===== src/rtl/frame_accumulator_pkg.sv =====
// Shared types and defaults for the frame accumulator slice.
// Holds the FSM state enum, default geometry and the beat-counter width helper.
package frame_acc_pkg;

    typedef enum logic {
        ACC  = 1'b0,
        DONE = 1'b1
    } state_t;

    localparam int DEF_WIDTH = 8;
    localparam int DEF_COUNT = 4;

    // Beat counter must be able to hold the value COUNT itself.
    function automatic int cnt_width(input int count);
        return $clog2(count + 1);
    endfunction

endpackage


===== src/rtl/frame_accumulator_if.sv =====
// Operand/result handshake bundle for frame_accumulator.
// slave = accumulator side, master = operand source / result consumer side.
interface frame_accumulator_if
    import frame_acc_pkg::*;
#(
    parameter int WIDTH = DEF_WIDTH,
    parameter int COUNT = DEF_COUNT
) ();
    localparam int CNT_W = cnt_width(COUNT);

    logic             clear;
    logic             in_valid;
    logic             in_ready;
    logic [WIDTH-1:0] in_data;
    logic             out_valid;
    logic             out_ready;
    logic [WIDTH-1:0] out_sum;
    logic             out_ovf;
    logic [CNT_W-1:0] out_beats;

    modport slave (
        input  clear, in_valid, in_data, out_ready,
        output in_ready, out_valid, out_sum, out_ovf, out_beats
    );

    modport master (
        output clear, in_valid, in_data, out_ready,
        input  in_ready, out_valid, out_sum, out_ovf, out_beats
    );

endinterface


===== src/rtl/frame_accumulator_carry_chain_adder.sv =====
// WIDTH-bit adder with carry-in/carry-out, built from chained 4-bit nibble slices.
// Widths that are not a multiple of 4 are zero-padded to whole nibbles.
module carry_chain_adder #(
    parameter int WIDTH = 8
) (
    input  logic [WIDTH-1:0] i_a,
    input  logic [WIDTH-1:0] i_b,
    input  logic             i_cin,
    output logic [WIDTH-1:0] o_sum,
    output logic             o_cout
);
    localparam int NIB = (WIDTH + 3) / 4;
    localparam int PW  = NIB * 4;

    logic [NIB:0]  w_c;
    logic [PW-1:0] w_a;
    logic [PW-1:0] w_b;
    logic [PW-1:0] w_s;
    logic [PW:0]   w_full;

    assign w_a    = PW'(i_a);
    assign w_b    = PW'(i_b);
    assign w_c[0] = i_cin;

    for (genvar g = 0; g < NIB; g++) begin : g_nibble
        assign {w_c[g+1], w_s[g*4 +: 4]} = {1'b0, w_a[g*4 +: 4]}
                                         + {1'b0, w_b[g*4 +: 4]}
                                         + {4'b0000, w_c[g]};
    end

    // With zero padding the true carry-out sits at bit WIDTH of the padded result.
    assign w_full = {w_c[NIB], w_s};
    assign o_sum  = w_full[WIDTH-1:0];
    assign o_cout = w_full[WIDTH];

endmodule


===== src/rtl/frame_accumulator.sv =====
// Sums COUNT operands per frame, tracks sticky carry-out, hands one result per frame.
// Optional macro ACC_SATURATE_EN: clamp acc to all-ones after the first carry-out.
//
//   state | meaning
//   ACC   | accepting operands, in_ready=1 unless clear
//   DONE  | result held on out_*, waiting for out_ready
module frame_accumulator
    import frame_acc_pkg::*;
#(
    parameter int WIDTH = DEF_WIDTH,
    parameter int COUNT = DEF_COUNT
) (
    input  logic                 clk,
    input  logic                 rst_n,
    frame_accumulator_if.slave   bus
);
    localparam int CNT_W = cnt_width(COUNT);

    state_t           r_state;
    logic [WIDTH-1:0] r_acc;
    logic             r_ovf;
    logic [CNT_W-1:0] r_beats;

    logic [WIDTH-1:0] w_sum;
    logic             w_cout;
    logic [WIDTH-1:0] w_acc_next;
    logic             w_accept;
    logic             w_last;

    carry_chain_adder #(.WIDTH(WIDTH)) u_adder (
        .i_a    (r_acc),
        .i_b    (bus.in_data),
        .i_cin  (1'b0),
        .o_sum  (w_sum),
        .o_cout (w_cout)
    );

`ifdef ACC_SATURATE_EN
    // Once any carry has occurred the frame stays pinned at all-ones.
    assign w_acc_next = (r_ovf || w_cout) ? {WIDTH{1'b1}} : w_sum;
`else
    assign w_acc_next = w_sum;
`endif

    assign bus.in_ready = (r_state == ACC) && !bus.clear;
    assign w_accept     = bus.in_valid && bus.in_ready;
    assign w_last       = (r_beats == CNT_W'(COUNT - 1));

    always_ff @(posedge clk or negedge rst_n) begin
        if (!rst_n) begin
            r_state <= ACC;
            r_acc   <= '0;
            r_ovf   <= 1'b0;
            r_beats <= '0;
        end else if (bus.clear) begin
            r_state <= ACC;
            r_acc   <= '0;
            r_ovf   <= 1'b0;
            r_beats <= '0;
        end else begin
            case (r_state)
                ACC: begin
                    if (w_accept) begin
                        r_acc   <= w_acc_next;
                        r_ovf   <= r_ovf | w_cout;
                        r_beats <= r_beats + CNT_W'(1);
                        if (w_last) r_state <= DONE;
                    end
                end
                DONE: begin
                    if (bus.out_ready) begin
                        r_state <= ACC;
                        r_acc   <= '0;
                        r_ovf   <= 1'b0;
                        r_beats <= '0;
                    end
                end
                default: r_state <= ACC;
            endcase
        end
    end

    assign bus.out_valid = (r_state == DONE);
    assign bus.out_sum   = r_acc;
    assign bus.out_ovf   = r_ovf;
    assign bus.out_beats = r_beats;

endmodule


===== src/flat_wrapper.sv =====
// flat-port wrapper written by rule: the top's interface ports become plain ports
module frame_accumulator_flat import frame_acc_pkg::*;
#(
    parameter int WIDTH = DEF_WIDTH,
    parameter int COUNT = DEF_COUNT
)
  (clk, rst_n, bus_clear, bus_in_valid, bus_in_data, bus_out_ready, bus_in_ready, bus_out_valid, bus_out_sum, bus_out_ovf, bus_out_beats);
  frame_accumulator_if #(.WIDTH(WIDTH), .COUNT(COUNT)) bus_i ();
  input  logic clk;
  input  logic rst_n;
  input wire logic [$bits(bus_i.clear)-1:0] bus_clear;
  input wire logic [$bits(bus_i.in_valid)-1:0] bus_in_valid;
  input wire logic [$bits(bus_i.in_data)-1:0] bus_in_data;
  input wire logic [$bits(bus_i.out_ready)-1:0] bus_out_ready;
  output wire logic [$bits(bus_i.in_ready)-1:0] bus_in_ready;
  output wire logic [$bits(bus_i.out_valid)-1:0] bus_out_valid;
  output wire logic [$bits(bus_i.out_sum)-1:0] bus_out_sum;
  output wire logic [$bits(bus_i.out_ovf)-1:0] bus_out_ovf;
  output wire logic [$bits(bus_i.out_beats)-1:0] bus_out_beats;
  assign bus_i.clear = bus_clear;
  assign bus_i.in_valid = bus_in_valid;
  assign bus_i.in_data = bus_in_data;
  assign bus_i.out_ready = bus_out_ready;
  assign bus_in_ready = bus_i.in_ready;
  assign bus_out_valid = bus_i.out_valid;
  assign bus_out_sum = bus_i.out_sum;
  assign bus_out_ovf = bus_i.out_ovf;
  assign bus_out_beats = bus_i.out_beats;
  frame_accumulator #(.WIDTH(WIDTH), .COUNT(COUNT)) u_core (.clk(clk), .rst_n(rst_n), .bus(bus_i));
endmodule

===== config.mk =====
export PLATFORM = sky130hd
export DESIGN_NAME = frame_accumulator_flat
export DESIGN_NICKNAME = d
export VERILOG_FILES = /design/src/rtl/frame_accumulator_pkg.sv /design/src/rtl/frame_accumulator_if.sv /design/src/rtl/frame_accumulator_carry_chain_adder.sv /design/src/rtl/frame_accumulator.sv /design/src/flat_wrapper.sv
export SDC_FILE = /design/constraint.sdc
export NUM_CORES = 1
export LEC_CHECK = 0
export CAP_MARGIN = 30
export CORE_MARGIN = 1
export CORE_UTILIZATION = 43
export CTS_BUF_LIST = sky130_fd_sc_hd__clkbuf_8
export DETAILED_ROUTE_END_ITERATION = 16
export PLACE_DENSITY = 0.78
export SLEW_MARGIN = 20
export SYNTH_ARGS = -nofsm -noshare
export SYNTH_HDL_FRONTEND = slang
export SYNTH_HIERARCHICAL = 1
export SYNTH_SLANG_ARGS = --single-unit

===== constraint.sdc =====
create_clock -name clk -period 2.6 [get_ports clk]
set_input_delay 0.39 -clock clk [delete_from_list [all_inputs] [get_ports clk]]
set_output_delay 0.39 -clock clk [all_outputs]
set_load 0.02 [all_outputs]

==> metrics.md, run 1 <==
| Metric | Value |
|---|---|
| Status | finished with violations |
| Failing checks | setup timing |
| Largest cells by area after synthesis | dfrtp_1 (37%), ha_1 (11%), fa_1 (9.1%) |
| DRC Markers | 0 |
| Gr usage total | 19.28% |
| Sequential element share of the synthesized area | 36.78% |
| P per Cell Area | 548.7 nW/um^2 |
| TritonCTS Buffers | 3 |
| Crit path DAT | 2760 ps |
| Placement Setup Slack | -457.6 ps |
| Synth top area share | a little under two fifths |
| Starting Density | approximately 46% |
| Vias in the first global route | 712 |
| Combinational share of power | between 30% and 40% |
| Min-delay worst type | in -> async |
| DR vias | approximately 740 |
| Yosys warns | 6 |
| Largest net degree at the start of global routing | 14 |
| Antenna-violating nets left | 0 |
| Max VDD drop | 0.0003472 V |
| Fin area | ~1300 um^2 |
| Final wirelength | 1.793 mm |
| Number of I/O pins | 27 |
| Fillers | 176 |
| Tcrit/Tclk final | 101.2% |
| Worst-Skew Late Latency | 240 ps |
| Iter 0 DRT Violations | 17 |
| WP data required | between 2000 and 3000 ps |
| Max transition margin | 60.80% |
| Sequential Power Share | a little over a third |
| Final setup margin | -32.09 ps |
| Total Power | 699.6 uW |
| Via density | just under 5 |
| Gate Count Post-Synth | roughly 90 |
| Global placer's final weighted congestion | 0.7025 |
| Die W | 47.36 um |
| Net Sw Frac | 32.07% |
| Slowest CP cell | dfrtp_2 |
| First drt pass iteration count | 4 |
| Leakage power figure | 0.5888 nW |
| First-pass GRT wire length | ~2.9 mm |
| Area after DPL | 1202 um^2 |
| Core ar. | 1942 um^2 |
| Die Footprint | 2243 um^2 |
| Synthesized Nets | between 100 and 150 |
| CP startpoint kind | flip-flop |
| Fin crit period | 2632 ps |
| Reg-to-reg startpoint | u_core/bus.out_sum[0]$_DFFE_PN0P_ |
| Most area-hungry cell type in the Yosys netlist | dfrtp_1 |
| CTS tree | built |
| Clock Path Buffers | 2 |
| Crit path top cell by count | fa_2 |
| Cells after DPL | 144 |
| Reg2reg path depth | 14 |
| Root Buffer | clkbuf_8 |
| Final net count | around 150 |
| Pins Over Slew Limit | 0 |
| # diodes | 0 |
| Cell variety after synth | 25 |
| Clk pwr share | 26.0% |
| Crit path from | u_core/bus.out_sum[0]$_DFFE_PN0P_ |
| H-Tree Level Count | 1 |
| P_int | ~480 uW |
| Syn Area/Cell | slightly below 10 um^2 |
| Crit path max fanout | 2 |
| Max Clock Skew | 4.804 ps |
| Area growth, synth to finish | 44.13% |
| Num rows | 16 |
| CP Depth | 14 |
| #FFs+latches synth | 13 |
| Worst-path cell chain | inv_2 -> fa_2 -> inv_2 -> fa_2 -> a21o_2 -> a21o_1 -> fa_2 -> inv_2 -> fa_2 -> nor2b_2 -> o21ai_1 -> nand2b_1 -> a22oi_2 -> nor2_1 |
| Net switching power | about 220 uW |
| Worst-path clk slew | roughly 60 ps |
| Buf/Inv on CP | 3 |
| RSZ-0062 raised after global routing | yes |
| Routed len/inst | 12.03 um |
| Fin cells | 149 |
| Global route overflow | 0 |
| Die height | 47.36 um |
| Final Util | 65.66% |
| Initial antenna violation count | 0 |
| Number of port buffers | 26 |
| Setup violators final | 1 |
| Top Family by Delay on Critical Path | adder cells |
| Post-Syn Area | 884.6 um^2 |
| Share of cells above drive strength 1 | 21.31% |
| WS Path Type | reg -> reg |
| Slew @ Worst Pin | 586.1 ps |
| CP peak stage delay | roughly 400 ps |
| Fmax | 379.9 MHz |
| TritonCTS Sinks | 13 |
| Final HPWL DP | 1.364 mm |
| Max_cap viols | 0 |
| Worst setup EP type | flip-flop |
| Final Hold Viols | 0 |
==> stage by stage <==
stage | setup TNS [ps] | hold WS (ps)
6_report | -32.09 | 516.9
4_1_cts | -77.07 | 538.3
3_3_place_gp | -1473 | 520.6
5_1_grt | -422.8 | 584.5
3_5_place_dp | -1701 | 533.7
2_1_floorplan | 0 | 94.41
==> layer usage <==
layer / global-route usage (%) / part of all wire [%] / vias up
li1: - / - / 364
met1: 22.17 / 45 / 353
met2: 33.42 / 50 / 17
met3: 2.692 / 3.6 / 2
met4: 12.00 / 1.1 / 0
met5: 0 / 0 / -
==> Yosys cell counts (all sizes together) <==
library cell,instances
a22oi,9
a21oi,3
xor2,2
a31oi,1
o21ai,2
nor2b,3
nand2,3
a211oi,2
nand3b,1
fa,4
buf,2
dfrtp,13
xnor2,3
clkbuf,1
a21o,4
nand2b,4
mux2i,1
ha,8
a211o,1
inv,10
nor2,11
conb,1
==> power by group through the flow <==
stage | sequential (mW) | combinational, mW | clock, mW
floorplan | 0.274 | 0.129 | 0
finish | 0.247 | 0.271 | 0.182
global route | 0.249 | 0.302 | 0.199
global placement | 0.249 | 0.252 | 0
CTS | 0.247 | 0.262 | 0.186
detailed placement | 0.250 | 0.260 | 0
==> worst register-to-register path, stage by stage (launching register included) <==
cell	delay [ps]
dfrtp_2	400
inv_2	60
fa_2	190
inv_2	40
fa_2	330
a21o_2	220
a21o_1	190
fa_2	340
inv_2	70
fa_2	220
nor2b_2	50
o21ai_1	110
nand2b_1	90
a22oi_2	160
nor2_1	60
==> path summary, 6_finish.rpt <==
kind / end / slack (ps)
hold / removal: u_core/bus.out_sum[6]$_DFFE_PN0P_ / 520
hold reg to reg: u_core/bus.out_ovf$_DFFE_PN0P_ / 560
setup / recovery: u_core/bus.out_ovf$_DFFE_PN0P_ / -30
min in group clk: u_core/bus.out_ovf$_DFFE_PN0P_ / 560
max in group asynchronous: u_core/bus.out_sum[0]$_DFFE_PN0P_ / 1660
setup reg to reg: u_core/bus.out_ovf$_DFFE_PN0P_ / -30
==> repair_timing <==
action / CTS / global route
gates resized for setup: 4 / 5
pin swaps: 10 / 12
buffers inserted: 0 / 1
hold buffers: 0 / 0
setup endpoints to repair: 4 / 4
==> sequential cells by signal, summed over array words and instances, names as in the netlist <==
signal                cells
u_core/bus.out_beats      3
u_core/bus.out_ovf        1
u_core/bus.out_sum        8
u_core/bus.out_valid      1
==> kinds of logic (layout without fill, tap and decap cells) <==
group,Yosys count,in the layout,share of synthesized area [%]
adders and majority gates,12,12,20.37
xor gates and xnor gates,5,5,4.951
other,1,1,0.4239
muxes,1,1,1.556
buffers and inverters,13,46,6.790
AOI/OAI and AO/OA,22,22,17.40
DFF,13,13,36.77
and+or+nand+nor,22,22,11.74
==> cell type report <==
cell class              instances  area, um^2  share of cell area, %
multi-input cells              63       526.8                  41.32
flip-flops and latches         13       326.6                  25.61
repair buffers                 32       304.0                  23.85
clock buffers                   3       41.29                  3.238
inverters                      10       37.54                  2.944
well taps                      27       33.78                  2.650
clock inverters                 1       5.005                 0.3925
==> cell usage in the layout, fill, tap and decap left out, drive strengths merged, types with 4 or more instances in the layout <==
cell type,count
nor2,11
dfrtp,13
nand2b,4
ha,8
buf,6
clkdlybuf4s50,25
a21o,4
fa,4
inv,10
a22oi,9
No activity file was read; power rests on OpenSTA's default activity.
==> inputs of run 2 (changes only) <==
PLACE_DENSITY = 0.79   (was 0.78)
==> run 2 against run 1 <==
Against the previous run:
- the flow now finishes without violations
- sequential power is essentially flat
- design area is 1.5% lower
- critical path depth stayed put
- die area did not move
- sequential share of layout area is 0.38 points higher
- fmax grew 3.4%
- cell count did not move
- clock power shrank 3%
- first-iteration DRC count is 47% lower
- clock skew decreased by 2.4 ps
- worst setup slack gained 86 ps
- via count decreased by 1.4%
- critical path type unchanged
- critical endpoint unchanged
- largest power group unchanged
- highest routed layer unchanged
==> metrics.md, run 2 (same netlist as run 1, synthesis figures left out) <==
| Metric | Value |
|---|---|
| Starting Density | 45.55% |
| Gr usage total | 19.59% |
| DR vias | 726 |
| Clock Path Buffers | 2 |
| Worst-path clk slew | 60 ps |
| Num rows | 16 |
| Crit path max fanout | 2 |
| Slew @ Worst Pin | 586.0 ps |
| RSZ-0062 raised after global routing | yes |
| Slowest CP cell | dfrtp_2 |
| Worst setup EP type | flip-flop |
| Number of I/O pins | 27 |
| Worst-Skew Late Latency | 240 ps |
| Die height | 47.36 um |
| Most frequent cells in the layout | clkdlybuf4s50_1 (25), dfrtp_1 (12), nor2_1 (11) |
| Final HPWL DP | 1.316 mm |
| Max transition margin | 60.81% |
| Number of port buffers | 26 |
| Hold buffer count at CTS | 0 |
| Die Footprint | ~2200 um^2 |
| Area growth, synth to finish | 42.01% |
| Worst-path cell chain | inv_2 -> fa_2 -> inv_2 -> fa_2 -> a21o_2 -> a21o_1 -> fa_2 -> inv_2 -> fa_2 -> nor2b_1 -> o21ai_1 -> nand2b_1 -> a22oi_1 -> nor2_1 |
| Min-delay worst type | in -> async |
| CTS tree | built |
| Global route overflow | 0 |
| Max_cap viols | 0 |
| CP startpoint kind | flip-flop |
| DRC Markers | 0 |
| # diodes | 0 |
| Largest register FFs | 8 |
| WP data required | between 2000 and 3000 ps |
| Multi-input gate area | 509.2 um^2 |
| Die W | 47.36 um |
| Top Family by Delay on Critical Path | adder cells |
| Largest net degree at the start of global routing | 14 |
| Fillers | 182 |
| H-Tree Level Count | 1 |
| TritonCTS Buffers | 3 |
| Tcrit/Tclk final | 97.91% |
| Placement Setup Slack | -416.8 ps |
| First-pass GRT wire length | 2.967 mm |
| Final Hold Viols | 0 |
| Status | completed |
| Crit path top cell by count | fa_2 |
| Via density | 4.872 |
| Vias in the first global route | 712 |
| Commonest non-fill, non-tap cell in the layout | clkdlybuf4s50_1 |
| Crit path DAT | around 2700 ps |
| First drt pass iteration count | 4 |
| Max VDD drop | 0.0003505 V |
| Setup violators final | 0 |
| Max Clock Skew | 2.445 ps |
| Antenna-violating nets left | 0 |
| Leakage power figure | 0.5882 nW |
| CP peak stage delay | 400 ps |
| Fmax | 392.8 MHz |
| Pins Over Slew Limit | 0 |
| Final setup margin | 54.21 ps |
| Root Buffer | clkbuf_8 |
| Final net count | 148 |
| Routed len/inst | 11.58 um |
| Setup_tns | 0 ps |
| Flip-flop and latch area | about 330 um^2 |
| Iter 0 DRT Violations | 9 |
| Global placer's final weighted congestion | 0.6700 |
| Final wirelength | 1.725 mm |
| Share of cells above drive strength 1 | 16.39% |
| Total Power | 683.7 uW |
| Fin crit period | roughly 2500 ps |
| Buf/Inv on CP | 3 |
| Core ar. | about 1900 um^2 |
| P per Cell Area | 544.3 nW/um^2 |
| Initial antenna violation count | 0 |
| WS Path Type | reg -> reg |
| TritonCTS Sinks | 13 |
==> run 2: cell type report <==
class                           count  share of cell area (%)
Timing Repair Buffer               32                   24.20
Clock buffer                        3                   3.287
Sequential cell                    13                   26.00
Inverter                           10                   2.988
Multi-Input combinational cell     63                   40.54
Tap cell                           27                   2.689
Clock inverter                      1                  0.2988
==> run 2: repair_timing <==
item / CTS / global route
setup endpoints to repair: 4 / 4
pin swaps: 10 / 8
resized for setup: 3 / 1
setup buffers: 1 / 0
==> run 2: path summary, 6_finish.rpt <==
kind                       cells past startpoint                             endpoint  slack [ps]                                 from
max                                           14       u_core/bus.out_ovf$_DFFE_PN0P_          50    u_core/bus.out_sum[0]$_DFFE_PN0P_
min in group clk                               2  u_core/bus.out_beats[1]$_DFFE_PN0P_         550  u_core/bus.out_beats[1]$_DFFE_PN0P_
min                                            1       u_core/bus.out_ovf$_DFFE_PN0P_         520                                rst_n
min reg2reg                                    2  u_core/bus.out_beats[1]$_DFFE_PN0P_         550  u_core/bus.out_beats[1]$_DFFE_PN0P_
max reg2reg                                   14       u_core/bus.out_ovf$_DFFE_PN0P_          50    u_core/bus.out_sum[0]$_DFFE_PN0P_
max in group asynchronous                      1    u_core/bus.out_sum[0]$_DFFE_PN0P_        1660                                rst_n
==> run 2: power by group <==
part / switching [mW] / internal (mW)
clock: 0.0729 / 0.104
sequential: 0.0212 / 0.224
combinational: 0.121 / 0.140
total: 0.215 / 0.469
==> run 2: worst reg2reg max path: stages, from the launching register on <==
cell      delay (ps)
dfrtp_2          400
inv_2             60
fa_2             190
inv_2             40
fa_2             330
a21o_2           190
a21o_1           160
fa_2             340
inv_2             70
fa_2             210
nor2b_1           50
o21ai_1          100
nand2b_1          60
a22oi_1          170
nor2_1            60
==> run 2: metrics by stage <==
step	hold WS, ps	cell area, um^2	cells	util, %
after floorplan	94.41	893.4	89	-
after global placement	531.0	1202	144	61.92
after detailed placement	543.7	1202	144	61.92
after CTS	539.9	1256	149	64.69
after global routing	567.5	1256	149	64.69
final	520.9	1256	149	64.69
==> run 2: layer usage <==
metal | up-vias | track usage, % | routed length, um
met4 | 0 | 12.00 | 19
met3 | 2 | 2.308 | 75
met1 | 336 | 23.56 | 731
li1 | 367 | - | -
met2 | 21 | 33.15 | 898
met5 | - | 0 | 0
